--- config.mk ---
export PLATFORM = sky130hd
export DESIGN_NAME = if_stage
export DESIGN_NICKNAME = d
export VERILOG_FILES = /design/src/rtl/if_stage.sv
export SDC_FILE = /design/constraint.sdc
export NUM_CORES = 1
export LEC_CHECK = 0
export CAP_MARGIN = 40
export CORE_ASPECT_RATIO = 0.6
export CORE_MARGIN = 2
export CORE_UTILIZATION = 50
export CTS_CLUSTER_DIAMETER = 60
export DETAILED_ROUTE_END_ITERATION = 10
export PLACE_DENSITY = 0.89
export REMOVE_ABC_BUFFERS = 1
export SLEW_MARGIN = 30
export SYNTH_ARGS = -nofsm -noshare
export SYNTH_HDL_FRONTEND = slang
export SYNTH_SLANG_ARGS = --single-unit
--- constraint.sdc ---
create_clock -name clk -period 3 [get_ports clk]
set_input_delay 0.6 -clock clk [delete_from_list [all_inputs] [get_ports clk]]
set_output_delay 0.6 -clock clk [all_outputs]
set_load 0.01 [all_outputs]
--- src/rtl/if_stage.sv ---
// Instruction-fetch stage: PC sequencing, req/ready instruction-memory handshake,
// freeze/branch handling and the IF/ID pipeline register feeding decode.
module if_stage #(
    parameter logic [31:0] RESET_PC = 32'h0000_0000,
    parameter int unsigned PC_STEP  = 4
) (
    input  logic        clk,
    input  logic        rst,
    input  logic        freeze,
    input  logic        branch_taken,
    input  logic [31:0] branch_address,
    output logic        imem_req,
    output logic [31:0] imem_addr,
    input  logic        imem_ready,
    input  logic [31:0] imem_rdata,
    output logic [31:0] pc_out,
    output logic [31:0] instruction_out,
    output logic        valid_out
);

    localparam int unsigned XLEN = 32;
    localparam logic [XLEN-1:0] STEP = XLEN'(PC_STEP);

    typedef enum logic [1:0] {
        S_FETCH = 2'd0,
        S_HOLD  = 2'd1,
        S_DRAIN = 2'd2
    } state_t;

    state_t          state, state_n;
    logic [XLEN-1:0] pc, pc_n;
    logic [XLEN-1:0] hold_buf, hold_buf_n;
    logic            req_n;
    logic [XLEN-1:0] addr_n;
    logic [XLEN-1:0] pc_out_n;
    logic [XLEN-1:0] instr_n;
    logic            valid_n;
    logic [XLEN-1:0] pc_inc;

    // State, PC, hold buffer, memory request and IF/ID register
    always_ff @(posedge clk) begin
        if (rst) begin
            state           <= S_FETCH;
            pc              <= RESET_PC;
            hold_buf        <= '0;
            imem_req        <= 1'b1;
            imem_addr       <= RESET_PC;
            pc_out          <= '0;
            instruction_out <= '0;
            valid_out       <= 1'b0;
        end else begin
            state           <= state_n;
            pc              <= pc_n;
            hold_buf        <= hold_buf_n;
            imem_req        <= req_n;
            imem_addr       <= addr_n;
            pc_out          <= pc_out_n;
            instruction_out <= instr_n;
            valid_out       <= valid_n;
        end
    end

    // Next-state, next-PC and IF/ID update; a branch overrides freeze
    always_comb begin
        state_n    = state;
        pc_n       = pc;
        hold_buf_n = hold_buf;
        pc_out_n   = pc_out;
        instr_n    = instruction_out;
        valid_n    = valid_out;
        pc_inc     = pc + STEP;

        if (branch_taken) begin
            pc_n       = branch_address;
            instr_n    = '0;
            valid_n    = 1'b0;
            hold_buf_n = '0;
            case (state)
                S_FETCH: state_n = imem_ready ? S_FETCH : S_DRAIN;
                S_HOLD:  state_n = S_FETCH;
                S_DRAIN: state_n = imem_ready ? S_FETCH : S_DRAIN;
                default: state_n = S_FETCH;
            endcase
        end else begin
            case (state)
                S_FETCH: begin
                    if (imem_ready) begin
                        pc_n = pc_inc;
                        if (freeze) begin
                            hold_buf_n = imem_rdata;
                            state_n    = S_HOLD;
                        end else begin
                            pc_out_n = pc_inc;
                            instr_n  = imem_rdata;
                            valid_n  = 1'b1;
                        end
                    end else if (!freeze) begin
                        instr_n = '0;
                        valid_n = 1'b0;
                    end
                end
                S_HOLD: begin
                    if (!freeze) begin
                        pc_out_n = pc;
                        instr_n  = hold_buf;
                        valid_n  = 1'b1;
                        state_n  = S_FETCH;
                    end
                end
                S_DRAIN: begin
                    if (imem_ready) begin
                        state_n = S_FETCH;
                    end
                    if (!freeze) begin
                        instr_n = '0;
                        valid_n = 1'b0;
                    end
                end
                default: state_n = S_FETCH;
            endcase
        end

        // Drain keeps presenting the wrong-path address until its response lands
        req_n  = (state_n != S_HOLD);
        addr_n = (state_n == S_DRAIN) ? imem_addr : pc_n;
    end

endmodule

### Word-level counts from Yosys, hierarchy flattened

Cells that the tools add are included.

| operators by class | value |
|---|---|
| add/subtract/negate cells | 1 |
| $mul | 0 |
| div/mod/pow operators | 0 |
| magnitude comparators | 0 |
| equal/unequal tests | 8 |
| shifts and indexed selects | 0 |
| muxes and demuxes | 24 |
| bitwise logic cells | 1 |
| reduce and logical (&&, ||, !) cells | 8 |

Operators by type and width:

| operator | number |
|---|---|
| two-way mux 32 bit | 10 |
| case mux 32 bit (3 select lines) | 1 |
| case mux 32 bit (2 select lines) | 1 |
| adder 32 x 3 -> 32 bit, second input constant | 1 |
| two-way mux 2 bit | 7 |
| != test 2 bit, second input constant | 3 |
| case mux 2 bit (3 select lines) | 1 |
| AND reduction 3 bit | 2 |
| AND reduction 5 bit | 1 |
| == test 2 bit, second input constant | 2 |
| OR reduction 2 bit | 2 |
| two-way mux 1 bit | 3 |
| != test 3 bit, second input constant | 1 |
| case mux 1 bit (3 select lines) | 1 |
| nonzero test 3 bit | 1 |
| == test 2 x 1 -> 1 bit, second input constant | 1 |
| zero test 2 bit | 1 |
| != test 2 x 1 -> 1 bit, second input constant | 1 |
| nonzero test 2 bit | 1 |
| inverter 1 bit | 1 |

| storage, ports and cells | value |
|---|---|
| flip-flop bits (word level) | 164 |
| bits in latches | 0 |
| bits in writable memories | 0 |
| memory bits (read-only) | 0 |
| input port bits | 69 |
| memories kept | 0 |

### Logic depth before layout (Yosys ltp)

| logic depth | value |
|---|---|
| depth after elaboration | 5 |
| mapped depth | 11 |
| depth with buffers taken out | 8 |

### Worst setup path before layout

OpenSTA, ideal clock, no wires.

| timing path | value |
|---|---|
| path type | register to register |
| start point | reg state[0] |
| end point | reg imem_addr[2] |
| arrival time | 2238 ps |
| data required time | 2885 ps |
| slack | 647 ps |
| stages on the path, launching flop included | 12 |
| buffers on the path | 4 |
| clock period less this slack | 2353 ps |
| cell sequence | dfxtp_1 -> inv_1 -> ha_1 -> clkbuf_1 -> and3_1 -> clkbuf_1 -> o21ai_0 -> o21a_1 -> clkbuf_1 -> clkbuf_1 -> nor2_1 -> o21a_1 |

| between the ends | value |
|---|---|
| cells in the longest elaborated chain, start to end | 5 |

RTL lines:

| item | line | source |
|---|---|---|
| from (decl) | 30 | `state_t state, state_n;` |
| from (signal assigned) | 52 | `state <= state_n;` |
| two-way mux 2 bit (tied with other cells) | 89 | `if (freeze) begin` |
| two-way mux 2 bit or OR reduction 2 bit (tied branches) | n/a |  |
| case mux 2 bit (3 select lines) or two-way mux 2 bit (tied branches) | n/a |  |
| two-way mux 2 bit | 73 | `if (branch_taken) begin` |
| == test 2 bit | 125 | `addr_n = (state_n == S_DRAIN) ? imem_addr : pc_n;` |
| to (signal assigned) | 56 | `imem_addr <= addr_n;` |
| to (decl) | 13 | `output logic [31:0] imem_addr,` |

Several ways; a longest one is shown, not always the timed one.
A chain may end at the register's enable or synchronous reset.

### Worst setup path in the final report

| timing path | value |
|---|---|
| start point | reg pc[10] |
| end point | reg imem_addr[23] |

| between the ends | value |
|---|---|
| cells in the longest elaborated chain, start to end | 4 |

RTL lines:

| item | line | source |
|---|---|---|
| from (decl) | 31 | `logic [XLEN-1:0] pc, pc_n;` |
| from (signal assigned) | 53 | `pc <= pc_n;` |
| adder 32 x 3 -> 32 bit | 71 | `pc_inc = pc + STEP;` |
| two-way mux 32 bit | 87 | `if (imem_ready) begin` |
| two-way mux 32 bit | 85 | `case (state)` |
| two-way mux 32 bit | 73 |  |

Every way passes these cells.

==> flow_summary.html <==
<table>
<tr><th>Metric</th><th>Value</th></tr>
<tr><th colspan="2">Clocking</th></tr>
<tr><td>Depth of the CTS H-tree</td><td>4</td></tr>
<tr><td>Count of clock tree sinks</td><td>164</td></tr>
<tr><td>TritonCTS Buffers</td><td>17</td></tr>
<tr><td>Post CTS Setup Buffer Count</td><td>0</td></tr>
<tr><td>Clock Pin Slew Worst Setup and Hold Paths</td><td>0.07 ns</td></tr>
<tr><td>Clock tree from TritonCTS</td><td>built</td></tr>
<tr><td>Library cell used as clock root buffer</td><td>clkbuf_16</td></tr>
<tr><td>Clock latency on the worst-skew pair</td><td>0.42 ns</td></tr>
<tr><td>Deepest clock path buffer count</td><td>2</td></tr>
<tr><td>Quantity of gates resized following cts</td><td>0</td></tr>
<tr><td>Hold buffers post-CTS</td><td>0</td></tr>
<tr><th colspan="2">Logic synthesis</th></tr>
<tr><td>Unique masters post-synth</td><td>46</td></tr>
<tr><td>Xor/xnor share of the synthesized area</td><td>6.573%</td></tr>
<tr><td>Post-synthesis simple-gate area fraction</td><td>24.20%</td></tr>
<tr><td>Compound-gate portion of the synthesized area</td><td>16.97%</td></tr>
<tr><td>Post-synthesis register bit count</td><td>about 160</td></tr>
<tr><td>Post-synth top flop</td><td>dfxtp_1</td></tr>
<tr><td>Post-synthesis cell area</td><td>~7200 um2</td></tr>
<tr><td>Syn avg cell area</td><td>7.951 um2</td></tr>
<tr><td>Main combinational cell family by area after synthesis</td><td>simple AND/OR/NAND/NOR gates</td></tr>
<tr><td>Number of enable-type register cells in the synthesized netlist</td><td>0</td></tr>
<tr><td>Mapped Cells</td><td>between 900 and 1000</td></tr>
<tr><td>Adder and majority cell fraction of the synthesized area</td><td>0.8694%</td></tr>
<tr><td>Register area share after synthesis</td><td>45.63%</td></tr>
<tr><td>Ys async rst share</td><td>0%</td></tr>
<tr><td>Count of yosys warnings during synthesis</td><td>0</td></tr>
<tr><td>Proportion of synthesized area in mux cells</td><td>1.252%</td></tr>
<tr><th colspan="2">Floorplanning</th></tr>
<tr><td>Full die area</td><td>15400 um2</td></tr>
<tr><td>Core Region</td><td>13870 um2</td></tr>
<tr><td>Starting utilization of the core area</td><td>51.87%</td></tr>
<tr><td>Number of rows in the core area</td><td>33</td></tr>
<tr><td>Num ports</td><td>167</td></tr>
<tr><td>Die width</td><td>about 160 um</td></tr>
<tr><td>Die boundary height</td><td>96.93 um</td></tr>
<tr><th colspan="2">Layout</th></tr>
<tr><td>Total number of nets in the final design</td><td>1116</td></tr>
<tr><td>Antenna Diode Count</td><td>0</td></tr>
<tr><td>P&amp;R area growth vs syn</td><td>33.96%</td></tr>
<tr><td>Multi-input gate area in the final layout</td><td>3610 um2</td></tr>
<tr><td>Cell area after layout</td><td>9639 um2</td></tr>
<tr><td>Post-layout utilization of the core</td><td>between 60% and 70%</td></tr>
<tr><td>Sequential cell area</td><td>3283 um2</td></tr>
<tr><td>Share of final-layout standard cells stronger than drive strength 1</td><td>6.825%</td></tr>
<tr><td>Final cell count without fillers</td><td>1247</td></tr>
<tr><td>Fill cell total of the finished layout</td><td>1100</td></tr>
<tr><th colspan="2">Pwr</th></tr>
<tr><td>Power density relative to cell area</td><td>542.5 nW/um2</td></tr>
<tr><td>Leakage power summed over all cells</td><td>3.373 nW</td></tr>
<tr><td>Highest ir drop seen on vdd</td><td>0.0003510 V</td></tr>
<tr><th colspan="2">Route</th></tr>
<tr><td>Number of detailed-routing iterations run before antenna repair</td><td>6</td></tr>
<tr><td>Final Routed Wirelength</td><td>between 20000 and 25000 um</td></tr>
<tr><td>Remaining routing DRC violations</td><td>0</td></tr>
<tr><td>Violation count after the first detailed-routing iteration</td><td>748</td></tr>
<tr><td>Detail-routed net length per standard cell</td><td>around 17 um</td></tr>
<tr><td>Post-route ant nets</td><td>0</td></tr>
<tr><td>DR vias/cell</td><td>5.642</td></tr>
<tr><td>Total via count after detailed routing</td><td>7035</td></tr>
<tr><th colspan="2">Setup path</th></tr>
<tr><td>Worst reg-to-reg path cell count</td><td>6</td></tr>
<tr><td>Type of the setup path with the least slack</td><td>reg -&gt; reg</td></tr>
<tr><td>Launching element of the worst setup path</td><td>pc[10]</td></tr>
<tr><td>Nature of the critical path startpoint</td><td>register</td></tr>
<tr><td>Crit end category</td><td>register</td></tr>
<tr><td>CP Max Fanout</td><td>6</td></tr>
<tr><td>Crit Reg-Reg Startpoint</td><td>pc[10]</td></tr>
<tr><td>Signal arrival time at the worst endpoint</td><td>3.05 ns</td></tr>
<tr><td>Critical path required time</td><td>3.30 ns</td></tr>
<tr><th colspan="2">Hold path</th></tr>
<tr><td>Number of cells traversed by the worst hold path</td><td>2</td></tr>
<tr><td>Worst hold path startpoint</td><td>hold_buf[26]</td></tr>
<tr><td>Path category of the worst min-delay check</td><td>reg -&gt; reg</td></tr>
<tr><th colspan="2">Place</th></tr>
<tr><td>HPWL reported at the end of detailed placement</td><td>14730 um</td></tr>
<tr><td>Area after detailed placement</td><td>around 9100 um2</td></tr>
<tr><td>Inst Count DP</td><td>1214</td></tr>
<tr><td>Buffers on Ports</td><td>around 170</td></tr>
<tr><td>Minimum setup slack after placement</td><td>0.1633 ns</td></tr>
<tr><td>Last weighted congestion value of the routability-driven placer</td><td>0.9720</td></tr>
<tr><th colspan="2">Timing</th></tr>
<tr><td>Max Fclk</td><td>0.3633 GHz</td></tr>
<tr><td>Worst slew pin tran</td><td>0.6136 ns</td></tr>
<tr><td>Number of setup violations in the final report</td><td>0</td></tr>
<tr><td>Final-report hold violation count</td><td>0</td></tr>
<tr><td>Slew Viols, Final</td><td>0</td></tr>
<tr><td>Least setup slack across all paths after layout</td><td>0.2472 ns</td></tr>
<tr><td>Worst clock skew on the final layout</td><td>0.01097 ns</td></tr>
<tr><td>Ratio of final minimum period to clock period</td><td>roughly nine tenths</td></tr>
<tr><td>RSZ-0062 raised after global routing</td><td>no</td></tr>
<tr><td>Minimum clock period after layout</td><td>2.753 ns</td></tr>
<tr><td>Total Neg Setup Slack</td><td>0 ns</td></tr>
<tr><td>Relative slew margins</td><td>58.94%</td></tr>
<tr><th colspan="2">Run</th></tr>
<tr><td>Maxcap violations</td><td>0</td></tr>
<tr><th colspan="2">GRT</th></tr>
<tr><td>Total routing usage reported by global routing</td><td>27.43%</td></tr>
<tr><td>Antenna violations before repair</td><td>0</td></tr>
<tr><td>Vias in the first global route</td><td>~6500</td></tr>
<tr><td>Largest net degree at the start of global routing</td><td>85</td></tr>
<tr><td>Global-route wire length before repair</td><td>34210 um</td></tr>
<tr><td>Final global-route overflow total</td><td>0</td></tr>
<tr><th colspan="2">Status</th></tr>
<tr><td>Run status</td><td>completed</td></tr>
</table>
[cells in the final DEF (no fill, tap or decap), types with 2 or more instances in the layout]
master and n:
inv_1 5, clkinvlp_4 4, buf_2 2, clkinv_4 2, clkdlybuf4s50_1 164, nand3_1 38
nor3_1 24, inv_6 3, nand2b_1 7, or2_2 2, dfxtp_1 164, nand2_1 98
o21ai_0 19, o41ai_1 8, and2_0 2, a211oi_1 31, and2_1 13, buf_4 24
ha_1 5, nor2_1 173, a22oi_1 32, buf_12 4, nand4_1 13, xor2_1 16
nor4_1 9, o21ai_1 2, a21oi_1 84, clkinv_2 2, xnor2_1 38, clkbuf_16 17
o21a_1 6, or3_1 5, o31ai_1 3, mux2i_1 9, and3_1 5
[area by class of cell]
type / instances / share of cell area (%)
Timing Repair Buffer: 194 / 19.83
Multi-Input combinational cell: 658 / 37.45
Clock inverter: 13 / 1.298
Clock buffer: 19 / 4.595
Tap cell: 192 / 2.492
Sequential cell: 164 / 34.06
Inverter: 7 / 0.2726
[state kept, by name, indices dropped and copies added (netlist names), named ones only]
name             flops
imem_addr           32
pc_out              32
hold_buf            32
instruction_out     32
imem_req             1
pc                  32
state                2
[per-layer routing]
metal,track usage [%],part of all wire [%]
met1,39.67,45
met2,37.55,41
met3,9.605,12
met4,9.371,2.1
met5,0,0
[metrics by stage]
step	total power [mW]	hold slack, ns
floorplan	2.755	0.4360
global placement	3.153	0.4412
detailed placement	3.170	0.4466
CTS	5.247	0.4556
global route	5.433	0.4698
finish	5.229	0.4539
[worst paths after layout]
check	to	slack, ns
hold / removal	hold_buf[26]	0.45
setup reg to reg	imem_addr[23]	0.25
hold reg to reg	hold_buf[26]	0.45
setup / recovery	imem_addr[23]	0.25
[report_power, final]
group,switching (mW),internal (mW),total (mW)
Sequential,0.0977,2.29,2.38
Combinational,0.396,0.366,0.762
Clock,0.905,1.18,2.08
[cell usage after synthesis, drive strengths merged (14+ instances only)]
cell type,instances,area (um2)
xnor2,38,332.8
a21oi,84,420.4
nor3,24,120.1
and2,15,93.84
nor2,173,649.4
o21ai,21,105.1
a22oi,32,240.2
a211oi,32,240.2
xor2,16,140.1
clkbuf,69,262.8
nand4,14,102.6
nand3,38,190.2
nand2,99,371.6
dfxtp,164,3283
[kinds of logic after synthesis]
family,after synthesis
buf+inv,83
simple gates,396
compound gates,194
fa+ha+maj,5
mux,9
xor+xnor,54
flops,164
[worst max-delay path: stages (launching register included)]
cell and delay, ns:
dfxtp_1 0.58, nand4_4 0.21, or4_1 0.71, or4_4 0.49, xnor2_1 0.18, nor2_1 0.09, o41ai_2 0.37
No activity file was read; power rests on OpenSTA's default activity.
